File: src/rtl/rv_fetch_pkg.sv
// Shared types and constants for the RV64 instruction fetch stage.
package rv_fetch_pkg;

   localparam int unsigned XLEN      = 64;
   localparam logic [31:0] NOP_INSTR = 32'h0000_0013;
   localparam logic [31:0] HALT_WORD = 32'h0000_0000;

   // Contents of the IF/ID pipeline register.
   typedef struct packed {
      logic            valid;
      logic [XLEN-1:0] pc;
      logic [31:0]     instr;
   } if_id_t;

   // Fetch control: either issuing words or parked until a redirect.
   typedef enum logic {
      FETCH_RUN,
      FETCH_HALT
   } fetch_state_e;

   // Empty IF/ID slot: invalid, PC zero, NOP encoding.
   function automatic if_id_t if_id_bubble();
      if_id_t b;
      b.valid = 1'b0;
      b.pc    = '0;
      b.instr = NOP_INSTR;
      return b;
   endfunction

endpackage

File: src/rtl/if_id_reg.sv
// IF/ID pipeline register: flush (bubble) > stall (hold) > load > bubble.
module if_id_reg
   import rv_fetch_pkg::*;
(
   input  logic   clk,
   input  logic   reset,
   input  logic   stall,
   input  logic   flush,
   input  logic   load,
   input  if_id_t din,
   output if_id_t q
);

   if_id_t slot_q, slot_d;

   // Select the next register contents.
   always_comb begin
      slot_d = slot_q;
      if (flush) begin
         slot_d = if_id_bubble();
      end else if (stall) begin
         slot_d = slot_q;
      end else if (load) begin
         slot_d = din;
      end else begin
         slot_d = if_id_bubble();
      end
   end

   // Register with synchronous reset to a bubble.
   always_ff @(posedge clk) begin
      if (reset) begin
         slot_q <= if_id_bubble();
      end else begin
         slot_q <= slot_d;
      end
   end

   assign q = slot_q;

endmodule

File: src/rtl/instruction_fetch_unit.sv
// PC, halt and redirect control for the fetch stage; feeds the IF/ID register.
module instruction_fetch_unit
   import rv_fetch_pkg::*;
#(
   parameter int unsigned     XLEN      = 64,
   parameter logic [XLEN-1:0] RESET_PC  = '0,
   parameter int unsigned     MEM_BYTES = 160
) (
   input  logic            clk,
   input  logic            reset,
   input  logic            stall,
   input  logic            flush,
   input  logic            redirect_valid,
   input  logic [XLEN-1:0] redirect_target,
   output logic [XLEN-1:0] Inst_address,
   input  logic [31:0]     Instruction,
   output logic            if_id_valid,
   output logic [XLEN-1:0] if_id_pc,
   output logic [31:0]     if_id_instr,
   output logic            halted,
   output logic            misalign_err,
   output logic [31:0]     fetch_count
);

   localparam int unsigned     PKG_XLEN = rv_fetch_pkg::XLEN;
   localparam logic [XLEN-1:0] LAST_PC  = XLEN'(MEM_BYTES - 32'd4);

   logic [XLEN-1:0] pc_q, pc_d;
   fetch_state_e    state_q, state_d;
   logic            misalign_q, misalign_d;
   logic [31:0]     count_q, count_d;
   logic            load;
   if_id_t          slot_din, slot;

   // Per-edge priority: redirect > stall > halted > flush > end-of-program > fetch.
   always_comb begin
      pc_d       = pc_q;
      state_d    = state_q;
      misalign_d = misalign_q;
      count_d    = count_q;
      load       = 1'b0;
      if (redirect_valid) begin
         if (redirect_target[1:0] == 2'b00) begin
            pc_d    = redirect_target;
            state_d = FETCH_RUN;
         end else begin
            misalign_d = 1'b1;
            state_d    = FETCH_HALT;
         end
      end else if (stall) begin
         pc_d = pc_q;
      end else if (state_q == FETCH_HALT) begin
         pc_d = pc_q;
      end else if (flush) begin
         pc_d = pc_q + XLEN'(4);
      end else if ((Instruction == HALT_WORD) || (pc_q > LAST_PC)) begin
         state_d = FETCH_HALT;
      end else begin
         pc_d    = pc_q + XLEN'(4);
         count_d = count_q + 32'd1;
         load    = 1'b1;
      end
   end

   // Control state registers.
   always_ff @(posedge clk) begin
      if (reset) begin
         pc_q       <= RESET_PC;
         state_q    <= FETCH_RUN;
         misalign_q <= 1'b0;
         count_q    <= '0;
      end else begin
         pc_q       <= pc_d;
         state_q    <= state_d;
         misalign_q <= misalign_d;
         count_q    <= count_d;
      end
   end

   // A redirect always leaves a bubble, so it is folded into the register's flush.
   always_comb begin
      slot_din.valid = 1'b1;
      slot_din.pc    = PKG_XLEN'(pc_q);
      slot_din.instr = Instruction;
   end

   if_id_reg u_if_id_reg (
      .clk   (clk),
      .reset (reset),
      .stall (stall),
      .flush (redirect_valid | flush),
      .load  (load),
      .din   (slot_din),
      .q     (slot)
   );

   assign Inst_address = pc_q;
   assign if_id_valid  = slot.valid;
   assign if_id_pc     = XLEN'(slot.pc);
   assign if_id_instr  = slot.instr;
   assign halted       = (state_q == FETCH_HALT);
   assign misalign_err = misalign_q;
   assign fetch_count  = count_q;

endmodule

File: config.mk
export PLATFORM = sky130hd
export DESIGN_NAME = instruction_fetch_unit
export DESIGN_NICKNAME = d
export VERILOG_FILES = /design/src/rtl/rv_fetch_pkg.sv /design/src/rtl/if_id_reg.sv /design/src/rtl/instruction_fetch_unit.sv
export SDC_FILE = /design/constraint.sdc
export NUM_CORES = 1
export LEC_CHECK = 0
export BUFFER_PORTS_ARGS = -buffer_cell sky130_fd_sc_hd__buf_4
export CAP_MARGIN = 5
export CORE_ASPECT_RATIO = 0.8
export CORE_MARGIN = 10
export CORE_UTILIZATION = 31
export DETAILED_ROUTE_END_ITERATION = 6
export GPL_TIMING_DRIVEN = 0
export PLACE_DENSITY = 0.62
export SLEW_MARGIN = 20
export SYNTH_ARGS = -nofsm -noshare
export SYNTH_HDL_FRONTEND = slang
export SYNTH_SLANG_ARGS = --single-unit
File: constraint.sdc
create_clock -name clk -period 5.1 [get_ports clk]
set_clock_uncertainty 0.2 [all_clocks]
set_input_delay 0.51 -clock clk [delete_from_list [all_inputs] [get_ports clk]]
set_output_delay 0.51 -clock clk [all_outputs]
set_load 0.01 [all_outputs]
======== Word level (Yosys, flattened, before mapping) ========
Index checks and enable logic that the tools add are counted.
word-level totals
  input bits .............................. 101
  output and inout bits ................... 195
  flip-flop bits (word level) ............. 195
  logic and storage cells ................. 46
cells by class
  magnitude comparators ................... 1
  bitwise logic cells ..................... 7
  equal/unequal tests ..................... 4
  add/subtract/negate cells ............... 2
  reduce and logical (&&, ||, !) cells .... 7
  multiplexer cells ....................... 18
operators by type and width
  operator               count
  $mux 64                6
  $mux 97                1
  $add 64x3->64 const B  1
  $gt 64x8->1 const B    1
  $add 32x1->32 const B  1
  $logic_not 32->1       1
  $mux 1                 11
  $not 1->1              6
  $reduce_and 5->1       1
  $ne 2x1->1 const B     2
  $reduce_and 4->1       1
  $ne 3x3->1 const B     1
  $logic_not 2->1        1
  $ne 2x2->1 const B     1
  $reduce_and 2->1       1
  $reduce_or 2->1        1
  $logic_or 1x1->1       1
  $or 1x1->1             1

======== Logic depth before layout (Yosys ltp) ========
Gate-level depths: netlist (run 1).
  depth in word-level cells ............... 8
  depth in mapped cells ................... 10

======== Hierarchy ========
A second synthesis (run 1) with hierarchy kept.
second synthesis, totals
  cell total of the unflattened synthesis .. 1308
  area, all modules ....................... 10580.1 um^2
modules (own cells, without submodules)
  module                  cells an instance  area an instance (um^2)  times used
  instruction_fetch_unit  875                6510.0                   1
  if_id_reg               433                4070.2                   1

======== Worst setup path before layout (run 1) ========
Ideal clock, no wire load.
  path type ............................... input -> register
  from .................................... input port stall
  to ...................................... register count_q[28], in the netlist fetch_count[28]
  arrival time ............................ 2.240 ns
  setup slack ............................. 2.539 ns
  buffers on the path ..................... 2
  required time ........................... 4.779 ns
  stages .................................. 8
  setup time .............................. 0.121 ns
  cells stage by stage .................... clkbuf_1 -> nor3_4 -> nand4_2 -> a211oi_4 -> nand4b_2 -> buf_2 -> nor4_1 -> mux2_2
on the way
  longest elaborated chain between the ends .. 2
RTL lines
  item                        RTL line                      source
  start: declaration          instruction_fetch_unit.sv:11  input logic stall,
  $not 1->1 (no line)         -
  $reduce_and 5->1 (no line)  -
  end signal: assignment      instruction_fetch_unit.sv:76  count_q <= count_d;
  end: declaration            instruction_fetch_unit.sv:31  logic [31:0] count_q, count_d;
Every way passes these cells.
A chain may end at the register's enable or synchronous reset.

======== Worst setup path after layout (run 1) ========
  from .................................... register pc_q[2], in the netlist Inst_address[2]
  to ...................................... register pc_q[49], in the netlist Inst_address[49]
on the way
  longest elaborated chain between the ends .. 6
  elaborated cells between the ends (all ways) .. 10
  those cells by class .................... 1 x add/sub; 1 x order compare; 1 x eq/ne; 5 x mux; 2 x reduce/logical
RTL lines
  item                      RTL line                                                    source
  start: declaration        instruction_fetch_unit.sv:28                                logic [XLEN-1:0] pc_q, pc_d;
  start signal: assignment  instruction_fetch_unit.sv:73                                pc_q <= pc_d;
  $add 64x3->64             instruction_fetch_unit.sv:55, instruction_fetch_unit.sv:59
  $mux 64                   instruction_fetch_unit.sv:56                                end else if ((Instruction == HALT_WORD) || (pc_q > LAST_PC)) begin
  $mux 64                   instruction_fetch_unit.sv:54                                end else if (flush) begin
  $mux 64                   instruction_fetch_unit.sv:52                                end else if (state_q == FETCH_HALT) begin
  $mux 64                   instruction_fetch_unit.sv:50                                end else if (stall) begin
  $mux 64                   instruction_fetch_unit.sv:42                                if (redirect_valid) begin
Parallel ways exist; a longest one is shown, timed or not. The select of a mux whose other input is x is not followed.

==> run metrics, run 1 <==
status finished clean; CP Data Required Time 5.27 ns; final WL between 40000 and 50000 um; Initial Util 31.4%; largest net degree at the start of global routing 22; area growth from synthesis to layout 35.7%; Die X 212 um; CP max stage cell a21oi_1; Reg2Reg Setup Slack 1.47 ns; PortBufs 293; final hold violation count 0; most frequent cells in the layout buf_4, dfxtp_1, nand2_1, clkbuf_1, a21oi_1; CP Cell Sequence ha_1 > o211ai_1 > a21boi_0 > nor3_2 > a21oi_1 > clkbuf_1 > o21ai_0 > a21oi_1; cts hold-fix bufs 0; I/O Pins 296; Max H-tree Level 4; top_reg_cell synth dfxtp_1; final setup fails 0; Layout Cells excl Fill around 1.8k; Crit Reg-Reg Startpoint Inst_address[2]$_SDFFE_PP0P_; static leakage around 5 nW; Worst R2R Path Depth 8; Via Count between 10k and 15k; Final Wtd Congestion 0.972; YS warnings 0; critical path's largest stage delay 0.62 ns; initial antenna violation count 1; PostCTS Resize Cnt 0; Inserted Clock Buffers 17; estimated wirelength of the detail-placed design about 32000 um; Fmax 276 MHz; Fin Setup TNS 0 ns; sequential element share of the synthesized area 42.5%; crit path DAT 3.79 ns; total grt overflow 0; Cells after DPL 1768; nets between 1.5k and 2k; relative slew slack between 40% and 50%; via/cell ratio 5.77; CTS Buffer Depth 2; startpoint types flip-flop; fillcell total 2916; cell mode on critical path a21oi_1; Synth cell types 64; Net Sw Power 1.03 mW; pwr dens 275 nW/um2; syn nets 1201; drt wl/cell roughly 23 um; Sequential Power Share 46.8%; GRT Total Usage 21.7%; combinational share of power 12.3%; Int Pwr 2.39 mW; clk root buf clkbuf_16; Max-Cap Viols 0; CP max FO 10; Post-Syn Area per Cell 8.36 um2; synthesized flop and latch total 195; critical path endpoint Inst_address[49]$_SDFFE_PP0P_; Core Footprint 29200 um2; kind of critical path reg2reg; Clock Power Share 40.9%; first-pass GRT wire length ~63000 um; layout cell share with drive strength beyond 1 26.8%; Initial DRC Count 1121; clk_lat worst skew 0.45 ns; Tot Pwr 3.42 mW; Slew Viols, Final 0; DRC Markers 0; row cnt 56; reg2reg end Inst_address[49]$_SDFFE_PP0P_; actual slew at the worst max-slew pin 0.874 ns; min Tclk post-route 3.63 ns; number of global-route vias before repair approximately 10k; clock sinks between 150 and 200; most common cell after layout, fill and taps aside buf_4; Clock transition at path regs about 0.080 ns; number of post-CTS setup repair buffers 0; Max VDD drop 0.000237 V; Tcrit/Tclk final 71.1%; Cells after Synth 1098; Netlist Area Pre-Place 9180 um2; area of the multi-input gates 4770 um2; ys async rst share 0%; unrepaired setup endpoints after global routing no; Worst Setup End Kind flip-flop; DIE AREA between 30000 and 40000 um2; Reg area 3900 um2; drt pass-1 iters 7; CTS tree yes; Routed Antenna Nets 0; Setup crit start Inst_address[2]$_SDFFE_PP0P_; worst hold path class in2reg; switching share of power 30.3%; Die Y 174 um; number of flops mapped to enable cells by yosys 0
-- worst max-delay path: cells and delay by family, from the launching register on --
kind | cells | cell delay [ns]
AND/OR/NAND/NOR | 1 | 0.23
buffers and inverters | 1 | 0.53
AO/OA/AOI/OAI | 5 | 1.70
flip-flops | 1 | 0.57
adder cells (fa/ha/maj) | 1 | 0.33
-- registers in the layout, indices dropped and copies added, names as in the netlist --
signal and flops:
halted 1, fetch_count 32, u_if_id_reg.q 97, Inst_address 64, misalign_err 1
-- synthesized netlist by cell type (all sizes together), types with 6 or more instances --
cell	count	area [um2]
a211oi	22	178
a21oi	74	370
a22oi	42	315
a31o	7	61.3
a31oi	7	43.8
and2	14	87.6
and3	67	419
and4	14	123
buf	25	153
clkbuf	74	278
dfxtp	195	3900
inv	20	75.1
nand2	86	323
nand3	41	205
nand4	32	213
nor2	71	267
nor3	18	111
nor4	52	398
o21a	17	128
o21ai	80	400
o2bb2ai	6	52.6
o31ai	32	245
or3	20	125
or4	17	128
-- through the flow --
stage	instance area [um2]	utilization, %	hold WS, ns	setup WS (ns)
after detailed placement	11800	40.6	0.260	1.73
after global placement	11800	40.6	0.254	1.75
final	12500	42.6	0.107	1.47
after floorplan	9180	-	0.270	2.54
after CTS	12500	42.6	0.0865	1.70
after global routing	12500	42.6	0.105	1.27
-- final cells by class --
class | count | area share [%]
Timing Repair Buffer | 293 | 17.7
Sequential cell | 195 | 31.3
Clock inverter | 14 | 1.43
Clock buffer | 18 | 3.44
Buffer | 99 | 3.45
Inverter | 20 | 0.603
Tap cell | 377 | 3.79
Multi-Input combinational cell | 784 | 38.3
Antenna cell | 1 | 0.0201
-- cells by family after synthesis --
group | count (synthesis) | share of synthesized area (%)
AO/OA/AOI/OAI | 324 | 23.0
flip-flops | 195 | 42.5
XOR/XNOR | 2 | 0.191
multiplexers | 7 | 0.818
AND/OR/NAND/NOR | 449 | 27.7
adder cells (fa/ha/maj) | 2 | 0.273
buffers and inverters | 119 | 5.51
-- worst min path at each step --
stage / start / endpoint / slack (ns) / depth (start not counted)
6_report: Instruction[18] / u_if_id_reg.q[18]$_SDFFE_PP0N_ / 0.11 / 3
2_1_floorplan: misalign_err$_SDFFE_PP0P_ / misalign_err$_SDFFE_PP0P_ / 0.27 / 2
5_1_grt: Instruction[1] / u_if_id_reg.q[1]$_SDFFE_PP1N_ / 0.11 / 3
3_5_place_dp: u_if_id_reg.q[96]$_SDFFE_PP0N_ / u_if_id_reg.q[96]$_SDFFE_PP0N_ / 0.26 / 2
3_3_place_gp: u_if_id_reg.q[96]$_SDFFE_PP0N_ / u_if_id_reg.q[96]$_SDFFE_PP0N_ / 0.25 / 2
4_1_cts: Instruction[21] / u_if_id_reg.q[21]$_SDFFE_PP0N_ / 0.09 / 3
-- per-layer routing --
layer  vias up  track usage [%]  routed length [um]
met2       580             32.5               18300
li1       4759                -                   -
met4         0             6.36                 905
met1      5003             29.2               17900
met5         -                0                   0
met3        52             6.81                4780
-- power groups by stage --
stage | Combinational [mW] | Clock, mW | Sequential, mW
3_5_place_dp | 0.411 | 0 | 1.63
6_report | 0.419 | 1.40 | 1.60
4_1_cts | 0.413 | 1.42 | 1.60
3_3_place_gp | 0.408 | 0 | 1.63
5_1_grt | 0.449 | 1.48 | 1.61
2_1_floorplan | 0.192 | 0 | 1.63
No activity file was read; power rests on OpenSTA's default activity.
==> run 2: changes to the inputs <==
- ABC_AREA: unset -> 1
- PLACE_DENSITY: 0.62 -> 0.63
- clock period: 5.1 -> 3.2 ns (I/O delays scaled with it)
==> run 2 against run 1 <==
Compared with the run above:
- utilization increased by 0.85 points
- fmax increased by 25%
- register-to-register slack got worse by 1.2 ns
- largest cell class unchanged
- critical path depth increased by 2
- setup slack got worse by 1.2 ns
- sequential share of layout area decreased by 3.9 points
- cell area increased by 14%
- sequential power increased by 63%
- clock-buffer cell count decreased by 1
- synthesized cell count increased by 49%
- global-route usage decreased by 0.23 points
- flip-flop and latch count unchanged
==> run metrics, run 2 <==
Worst Setup End Kind flip-flop; Clock transition at path regs around 0.09 ns; Tot Pwr 5.80 mW; Cells after DPL 2361; via/cell ratio 4.94; top-count cell post-synth nand2_1; Netlist Area Pre-Place 10400 um2; status finished clean; CP Cell Sequence nor2_1 > nand3_1 > nor2_1 > nand3_1 > nor2_2 > nand3_4 > buf_2 > o22ai_1 > nand2_1 > dlygate4sd3_1; YS warnings 0; final WL approximately 46000 um; relative slew slack 40.6%; Initial DRC Count between 1k and 1.5k; reg2reg end u_if_id_reg.q[4]$_SDFFE_PP1N_; Initial Util 31.6%; Core Footprint 32800 um2; estimated wirelength of the detail-placed design 36300 um; I/O Pins 296; Worst Hold Endpoint Inst_address[43]$_SDFFE_PP0P_; Final Wtd Congestion 1.02; top_reg_cell synth dfxtp_1; CP max FO 10; ranking of synthesized cells by area dfxtp_1, nand2_1, nor2_1; synthesized flop and latch total ~200; Via Count approximately 12k; unrepaired setup endpoints after global routing no; Hold Path Stages 5; critical path's largest stage delay about 0.56 ns; kind of critical path reg2reg; number of post-CTS setup repair buffers 0; Tcrit/Tclk final about nine tenths; clk root buf clkbuf_16; Max VDD drop 0.000289 V; final setup fails 0; Crit Reg-Reg Startpoint Inst_address[26]$_SDFFE_PP0P_; Synth cell types 42; hold_ws 0.0144 ns; largest net degree at the start of global routing 24; Setup crit start Inst_address[26]$_SDFFE_PP0P_; Max H-tree Level 4; drt pass-1 iters 6; drt wl/cell around 19 um; Fmax 346 MHz; switching share of power 32.0%; post-synth top area share 37.7%; GRT Total Usage a little over a fifth; max reg flops 97; number of global-route vias before repair 11.3k; clock sinks between 150 and 200; syn nets 1743; Max-Cap Viols 0; initial antenna violation count 1; crit path DAT 3.03 ns; Die X 224 um; most frequent cells after synthesis nand2_1, nor2_1, dfxtp_1; Worst Min Path Start redirect_target[43]; final hold violation count 0; most common cell after layout, fill and taps aside nand2_1; fillcell total 3475; Worst R2R Path Depth 10; placed cell areas 13100 um2; PostCTS Resize Cnt 0; CTS Buffer Depth 2; layout cell share with drive strength beyond 1 20.7%; sequential element share of the synthesized area 37.7%; clk_lat worst skew 0.46 ns; DIE AREA 41200 um2; Clock Power Share 39.9%; Post-Syn Area per Cell 6.32 um2; pwr dens 407 nW/um2; row cnt 59; nets roughly 2.1k; cts hold-fix bufs 51; Fin Setup TNS 0 ns; CTS tree yes; area growth from synthesis to layout 37.6%; Int Pwr just under 4 mW; static leakage 5.93 nW; total grt overflow 0; combinational share of power 15.1%; cell area after layout 14300 um2; area leader, netlist dfxtp_1; Inserted Clock Buffers 17; CP max stage cell dlygate4sd3_1; most frequent cells in the layout nand2_1, nor2_1, buf_4, dfxtp_1, inv_1; Net Sw Power 1.85 mW; CP delay by family, top simple AND/OR/NAND/NOR gates; CP Data Required Time 3.33 ns; ys async rst share 0%; Routed Antenna Nets 0; Die Y between 150 and 200 um; Layout Cells excl Fill 2445; actual slew at the worst max-slew pin 0.890 ns; Reg2Reg Setup Slack 0.31 ns; Slew Viols, Final 0; first-pass GRT wire length 68300 um; number of flops mapped to enable cells by yosys 0; Buf+Inv Stages, Crit Path 2; Sequential Power Share 45.1%; startpoint types flip-flop; min Tclk post-route 2.89 ns; PortBufs 294; Cells after Synth 1640; DRC Markers 0; worst hold path class in2reg
-- run 2: changes by cell type in the layout (fill, tap and decap cells not counted), sizes merged, moves of 42 or more --
cell         previous run  this run
a22oi                  42         0
dlygate4sd3             0        51
inv                    26       155
nand3                  41       133
nor2                   71       360
and3                   67         0
nor4                   52         0
nand2                  86       461
-- run 2: worst max-delay path by stage --
stage               cells past startpoint  slack [ns]                             to
floorplan                              14        1.09  Inst_address[28]$_SDFFE_PP0P_
finish                                 10        0.31  u_if_id_reg.q[4]$_SDFFE_PP1N_
detailed placement                     11        0.50   fetch_count[11]$_SDFFE_PP0P_
global route                           10        0.10  u_if_id_reg.q[4]$_SDFFE_PP1N_
global placement                       11        0.47   fetch_count[11]$_SDFFE_PP0P_
CTS                                    10        0.33  u_if_id_reg.q[0]$_SDFFE_PP1N_
-- run 2: metrics by stage --
| step | utilization, % | worst slack, ns |
|---|---|---|
| floorplan | - | 1.09 |
| global placement | 40.0 | 0.474 |
| detailed placement | 40.0 | 0.496 |
| CTS | 43.5 | 0.328 |
| global route | 43.5 | 0.101 |
| finish | 43.5 | 0.307 |
-- run 2: metal layers --
layer | vias to the layer above | routed length, um | GRT usage, % | share of wire, %
li1 | 5949 | - | - | -
met1 | 5540 | 20500 | 28.6 | 45
met2 | 511 | 20000 | 33.3 | 43
met3 | 68 | 4310 | 6.14 | 9.3
met4 | 0 | 1200 | 6.11 | 2.6
met5 | - | 0 | 0 | 0
-- run 2: power groups by stage --
stage,clock network (mW),logic [mW],registers (mW)
finish,2.31,0.873,2.61
global route,2.46,0.951,2.62
CTS,2.36,0.867,2.61
detailed placement,0,0.815,2.67
global placement,0,0.807,2.67
floorplan,0,0.422,2.65
-- run 2: worst reg2reg max path, stage by stage (launching register included) --
cell and delay [ns]:
dfxtp_1 0.42, nor2_1 0.13, nand3_1 0.08, nor2_1 0.30
nand3_1 0.20, nor2_2 0.22, nand3_4 0.19, buf_2 0.27
o22ai_1 0.14, nand2_1 0.07, dlygate4sd3_1 0.56
-- run 2: area by class of cell --
cell class | count | area [um2] | share of cell area [%]
Multi-Input combinational cell | 1229 | 5530 | 38.8
Sequential cell | 195 | 3900 | 27.4
Timing Repair Buffer | 345 | 2720 | 19.1
Inverter | 149 | 562 | 3.94
Tap cell | 427 | 534 | 3.75
Clock buffer | 17 | 425 | 2.98
Buffer | 67 | 360 | 2.53
Clock inverter | 15 | 218 | 1.53
Antenna cell | 1 | 2.50 | 0.0176
-- run 2: cells by family after synthesis --
kind of cell,after synthesis,synth area share (%)
simple gates,1049,42.8
xor+xnor,19,1.61
fa+ha+maj,2,0.242
buf+inv,216,8.90
compound gates,159,8.78
flops,195,37.7
